===== src/rtl/multiple_of_3or5_gen.sv =====
// ---------------------------------------------------------------------------
// multiple_of_3or5_gen
//
// Walks the 6-bit range 0..63 in ascending order and emits every value that
// is a multiple of 3 and/or 5 (chosen by sel when start is accepted). Each
// value carries its divisibility tags and is handed out over valid/ready.
// Divisibility is tracked with running residues, so no divider is needed.
//
// Ports:
//   clk            clock, rising edge
//   rst_n          asynchronous active-low reset
//   start          begin a scan (honoured only when idle)
//   sel[1:0]       00: x15, 01: x3, 10: x5, 11: x3 or x5
//   ready          consumer accepts the current value
//   N5..N0         emitted value, N5 is the MSB
//   M3, M5         value is divisible by 3 / by 5
//   valid          N5..N0, M3, M5 are meaningful
//   busy           scan in progress
//   done           one-cycle pulse at the end of a scan
//   count[4:0]     accepted transfers since the last start
//
// Build option: define MULT_GEN_COUNT_EN to implement the transfer counter;
// otherwise count is tied to zero and no counter register exists.
// ---------------------------------------------------------------------------
module multiple_of_3or5_gen (
    input  logic       clk,
    input  logic       rst_n,
    input  logic       start,
    input  logic [1:0] sel,
    input  logic       ready,
    output logic       N5,
    output logic       N4,
    output logic       N3,
    output logic       N2,
    output logic       N1,
    output logic       N0,
    output logic       M3,
    output logic       M5,
    output logic       valid,
    output logic       busy,
    output logic       done,
    output logic [4:0] count
);

    typedef enum logic [1:0] {
        ST_IDLE,
        ST_SCAN,
        ST_HOLD,
        ST_DONE
    } state_t;

    state_t     state_q;
    logic [5:0] cur_q;
    logic [1:0] r3_q;
    logic [2:0] r5_q;
    logic [1:0] mode_q;
    logic [5:0] val_q;
    logic       m3_q;
    logic       m5_q;
    logic       valid_q;
    logic       busy_q;
    logic       done_q;

    logic [5:0] cur_d;
    logic [1:0] r3_d;
    logic [2:0] r5_d;
    logic       r3_zero;
    logic       r5_zero;
    logic       match;

    // Successor of cur and its residues. cur_d wraps at 63, but the FSM never
    // advances from 63, so the wrapped value is never loaded.
    // NOTE: every always_comb output gets a default first, so no path can
    // leave it unassigned and infer a latch.
    always_comb begin
        cur_d   = cur_q + 6'd1;
        r3_d    = (r3_q == 2'd2) ? 2'd0 : r3_q + 2'd1;
        r5_d    = (r5_q == 3'd4) ? 3'd0 : r5_q + 3'd1;
        r3_zero = (r3_q == 2'd0);
        r5_zero = (r5_q == 3'd0);
        match   = 1'b0;
        case (mode_q)
            2'b00: match = r3_zero && r5_zero;
            2'b01: match = r3_zero;
            2'b10: match = r5_zero;
            2'b11: match = r3_zero || r5_zero;
            default: match = 1'b0;
        endcase
    end

    // NOTE: sequential state uses non-blocking assignments only, so every
    // register samples pre-edge values regardless of statement order.
    // NOTE: every register here is a plain flop (no memory arrays), so all of
    // them are reset; a mid-scan reset discards the in-flight value.
    always_ff @(posedge clk or negedge rst_n) begin
        if (!rst_n) begin
            state_q <= ST_IDLE;
            cur_q   <= 6'd0;
            r3_q    <= 2'd0;
            r5_q    <= 3'd0;
            mode_q  <= 2'd0;
            val_q   <= 6'd0;
            m3_q    <= 1'b0;
            m5_q    <= 1'b0;
            valid_q <= 1'b0;
            busy_q  <= 1'b0;
            done_q  <= 1'b0;
        end else begin
            case (state_q)
                ST_IDLE: begin
                    done_q <= 1'b0;
                    if (start) begin
                        mode_q  <= sel;
                        cur_q   <= 6'd0;
                        r3_q    <= 2'd0;
                        r5_q    <= 3'd0;
                        busy_q  <= 1'b1;
                        state_q <= ST_SCAN;
                    end
                end
                ST_SCAN: begin
                    if (match) begin
                        val_q   <= cur_q;
                        m3_q    <= r3_zero;
                        m5_q    <= r5_zero;
                        valid_q <= 1'b1;
                        state_q <= ST_HOLD;
                    end else if (cur_q == 6'd63) begin
                        busy_q  <= 1'b0;
                        done_q  <= 1'b1;
                        state_q <= ST_DONE;
                    end else begin
                        cur_q <= cur_d;
                        r3_q  <= r3_d;
                        r5_q  <= r5_d;
                    end
                end
                ST_HOLD: begin
                    // valid is always 1 here, so ready alone completes the transfer.
                    if (ready) begin
                        valid_q <= 1'b0;
                        if (cur_q == 6'd63) begin
                            busy_q  <= 1'b0;
                            done_q  <= 1'b1;
                            state_q <= ST_DONE;
                        end else begin
                            cur_q   <= cur_d;
                            r3_q    <= r3_d;
                            r5_q    <= r5_d;
                            state_q <= ST_SCAN;
                        end
                    end
                end
                ST_DONE: begin
                    done_q  <= 1'b0;
                    state_q <= ST_IDLE;
                end
                default: state_q <= ST_IDLE;
            endcase
        end
    end

`ifdef MULT_GEN_COUNT_EN
    logic [4:0] count_q;

    // Counts accepted transfers; holds through DONE/IDLE until the next start.
    always_ff @(posedge clk or negedge rst_n) begin
        if (!rst_n) begin
            count_q <= 5'd0;
        end else if (state_q == ST_IDLE && start) begin
            count_q <= 5'd0;
        end else if (state_q == ST_HOLD && ready) begin
            count_q <= count_q + 5'd1;
        end
    end

    assign count = count_q;
`else
    assign count = 5'd0;
`endif

    assign {N5, N4, N3, N2, N1, N0} = val_q;
    assign M3    = m3_q;
    assign M5    = m5_q;
    assign valid = valid_q;
    assign busy  = busy_q;
    assign done  = done_q;

endmodule


===== config.mk =====
export PLATFORM = sky130hd
export DESIGN_NAME = multiple_of_3or5_gen
export DESIGN_NICKNAME = d
export VERILOG_FILES = /design/src/rtl/multiple_of_3or5_gen.sv
export SDC_FILE = /design/constraint.sdc
export NUM_CORES = 1
export LEC_CHECK = 0
export CORE_ASPECT_RATIO = 1.1
export CORE_MARGIN = 10
export CORE_UTILIZATION = 45
export DETAILED_ROUTE_END_ITERATION = 12
export PLACE_DENSITY = 0.68
export SYNTH_ARGS = -nofsm -noshare
export SYNTH_HDL_FRONTEND = slang
export SYNTH_SLANG_ARGS = --single-unit

===== constraint.sdc =====
create_clock -name clk -period 2.15 [get_ports clk]
set_input_delay 0.5375 -clock clk [delete_from_list [all_inputs] [get_ports clk]]
set_output_delay 0.5375 -clock clk [all_outputs]
set_load 0.03 [all_outputs]

==> load_flow_metrics.sql <==
INSERT INTO impl_metrics (metric_group, metric, value, unit) VALUES
('sta', 'finalClockSkew', '11.5', 'ps'),
('layout', 'finalNonFillerCells', '210', ''),
('synthesis', 'synth_seq_cells', '26', ''),
('sta', 'timing.final.setup_violations', '0', ''),
('power_and_ir_drop', 'p_per_area', '1440', 'nW/um^2'),
('sta', 'timing.final.ws_setup', '90.2', 'ps'),
('placement', 'dp_cells', '203', ''),
('job', 'cap_violations', '0', ''),
('cts', 'cts-htree-levels', '1', ''),
('synthesis', 'synth.cell_area', '1480', 'sq um'),
('critical_path', 'crit_path_cell_chain', 'inv_1, ha_1, nor2b_4, or4_4, or4_1, a21oi_1', ''),
('critical_path', 'worst-endpoint-arrival', '2330', 'ps'),
('grt', 'grt_start_max_net_pins', '27', ''),
('drt', 'wl_met1', '1.48', 'mm'),
('synthesis', 'synth_warn', '0', ''),
('synthesis', 'ys_async_sr_fraction', '1.00', ''),
('sta', 'fin_hold_ws', '479', 'ps'),
('critical_path', 'cpPeakStageDelay', '520', 'ps'),
('sta', 'slew_viol_final', '0', ''),
('outcome', 'status', 'finished clean', ''),
('power_and_ir_drop', 'comb_power_share', '0.594', ''),
('critical_path', 'worst_setup_path_start_kind', 'register', ''),
('drt', 'firstDrtPassIters', '4', ''),
('sta', 'fin_setup_tns', '0', 'ps'),
('placement', 'portBuffers', '16', ''),
('drt', 'post_drt_wl_per_cell', '15.1', 'um'),
('layout', 'diodes', '0', ''),
('critical_path', 'cpMaxStageDelayCell', 'or4_4', ''),
('cts', 'clk-insertion-delay-late', '330', 'ps'),
('power_and_ir_drop', 'intPower', '1.41', 'mW'),
('synthesis', 'syn-mean-instance-area', '9.79', 'sq um'),
('sta', 'max_freq', '485', 'MHz'),
('layout', 'flow.area_growth_from_synthesis', '19.7', '%'),
('grt', 'via_count_of_the_first_global_routing_pass', '1111', ''),
('placement', 'dp_hpwl', '2.39', 'mm'),
('power_and_ir_drop', 'pwr-share-clk', '0.097', ''),
('layout', 'layout.nets', '191', ''),
('critical_path', 'timing.critical_path.required', '2420', 'ps'),
('synthesis', 'seq_area_frac_synth', '0.440', ''),
('sta', 'timing_hold_violations_final', '0', ''),
('drt', 'post-route-drc-count', '0', ''),
('critical_path', 'crit_fanout', '6', ''),
('sta', 'final.min_clock_period', '2060', 'ps'),
('cts', 'ctsRootBufferMaster', 'clkbuf_4', ''),
('drt', 'met3WireLength', '186', 'um'),
('cts', 'ctsLongestPathBuffers', '2', ''),
('drt', 'detail_route.iter0.violations', '73', ''),
('die', 'floorplan.die_area', '5980', 'sq um'),
('sta', 'fin_crit_sh', '0.958', ''),
('power_and_ir_drop', 'vdd_ir_drop_max', '590', 'uV'),
('cts', 'clk_pin_slew', '140', 'ps'),
('die', 'io-pin-count', '22', ''),
('min_path', 'worstHoldPathType', 'register to register', ''),
('cts', 'tritoncts_clock_tree', 'yes', ''),
('placement', 'placement.setup.worst_slack', '-117', 'ps'),
('synthesis', 'synth_edf_count', '0', ''),
('critical_path', 'crit_path_end_kind', 'register', ''),
('synthesis', 'ys_dominant_reg_cell', 'dfrtp_1', ''),
('layout', 'drive_gt1_frac', '0.170', ''),
('sta', 'max_slew.worst_pin.slew', '539', 'ps'),
('die', 'core', '3100', 'sq um'),
('drt', 'final_antenna_net_count', '0', ''),
('die', 'fp-row-count', '21', ''),
('drt', 'num_vias', '1195', ''),
('cts', 'clock-sinks', '26', ''),
('synthesis', 'post_synth_num_cell_types', '43', ''),
('grt', 'wire_length_of_the_first_global_routing_pass', '5.22', 'mm'),
('cts', 'tritoncts.num_buffers', '3', ''),
('sta', 'worst_slew_margin_rel', '0.639', ''),
('grt', 'global_route.overflow_total', '0', ''),
('placement', 'routabilityCongestion', '0.809', '');
==> through the flow <==
stage / power, mW / area, sq um
final: 2.55 / 1770
after global routing: 2.78 / 1770
after CTS: 2.49 / 1730
after detailed placement: 2.24 / 1690
after global placement: 2.17 / 1690
after floorplan: 1.80 / 1490
==> per-layer routing <==
metal  GRT usage  vias to the layer above
met4      0.0360                        0
met3      0.0283                        8
met5           0                        -
met2       0.165                       32
li1            -                      582
met1       0.143                      573
==> cells in the mapped netlist, types with 2 or more instances <==
master      n  share of area
nor3_1      4          0.014
buf_4       7          0.036
inv_1       9          0.023
dfrtp_1    26           0.44
mux2_2      2          0.015
o2bb2ai_1   3          0.018
a21oi_1     3          0.010
nor2b_1     2         0.0085
or2_2       2         0.0085
nand2b_1    2         0.0085
o31ai_1     9          0.046
buf_2       2         0.0068
ha_1        8          0.068
clkbuf_1    2         0.0051
or3_1       2         0.0085
o211ai_1    2          0.010
mux2i_1     3          0.020
nand2_1    26          0.066
o21ai_0     6          0.020
nand3_1     5          0.017
a211oi_1    2          0.010
nand3b_1    3          0.015
==> power by group through the flow <==
| stage | clock (mW) | combinational, mW | sequential (mW) |
|---|---|---|---|
| floorplan | 0 | 0.946 | 0.855 |
| global placement | 0 | 1.39 | 0.783 |
| detailed placement | 0 | 1.45 | 0.793 |
| CTS | 0.257 | 1.45 | 0.782 |
| global route | 0.282 | 1.68 | 0.813 |
| finish | 0.247 | 1.51 | 0.787 |
==> sequential cells by signal, summed over array words and instances, names as in the netlist <==
signal	count
cur_q	6
val_q	6
r5_q	3
mode_q	2
r3_q	2
state_q	2
M3	1
M5	1
busy	1
done	1
valid	1
==> worst paths after layout <==
kind                             from        to  slack (ps)  depth (start not counted)
setup / recovery           state_q[0]  cur_q[3]          90                          6
hold / removal               val_q[1]  val_q[1]         480                          2
setup reg to reg           state_q[0]  cur_q[3]          90                          6
hold reg to reg              val_q[1]  val_q[1]         480                          2
max in group asynchronous       rst_n  val_q[3]        1330                          2
min in group asynchronous       rst_n  cur_q[3]         560                          2
==> cell families after synthesis <==
kind of cell	Yosys count	synth area share
AO/OA/AOI/OAI	34	0.173
adder cells (fa/ha/maj)	8	0.0677
buffers and inverters	20	0.0702
flip-flops	26	0.440
multiplexers	5	0.0355
other	1	0.00254
AND/OR/NAND/NOR	57	0.212
==> layout make-up <==
cell class,count,area [sq um],share of cell area
inverters,9,33.8,0.0191
flip-flops and latches,26,651,0.367
well taps,34,42.5,0.0240
clock buffers,4,36.3,0.0205
multi-input cells,109,757,0.428
repair buffers,28,250,0.141
==> placed cells by master, fill, tap and decap left out, types with 2 or more instances in the layout <==
cell type        synthesis  layout
dfrtp_1                 26      26
nand2_1                 26      26
clkdlybuf4s50_1          0      16
buf_4                    7      12
inv_1                    9       9
o31ai_1                  9       9
ha_1                     8       8
o21ai_0                  6       6
nand3_1                  5       5
conb_1                   1       5
nor3_1                   4       4
o2bb2ai_1                3       3
mux2i_1                  3       3
nand3b_1                 3       3
a21oi_1                  3       3
clkbuf_4                 0       3
mux2_2                   2       2
or3_1                    2       2
or2_2                    2       2
a211oi_1                 2       2
nand2b_1                 2       2
o211ai_1                 2       2
==> critical path, delay by kind of cell, from the launching register on <==
kind	cells	cell delay [ps]
AOI/OAI and AO/OA	1	140
adders and majority gates	1	240
buffers and inverters	1	130
DFF	1	420
and+or+nand+nor	3	1070
==> timing repair <==
item	in CTS	in global routing
gates resized for setup	0	3
hold buffers	0	0
buffers inserted	0	3
endpoints found under the setup margin	0	6
Power figures use the tool's default switching activity.
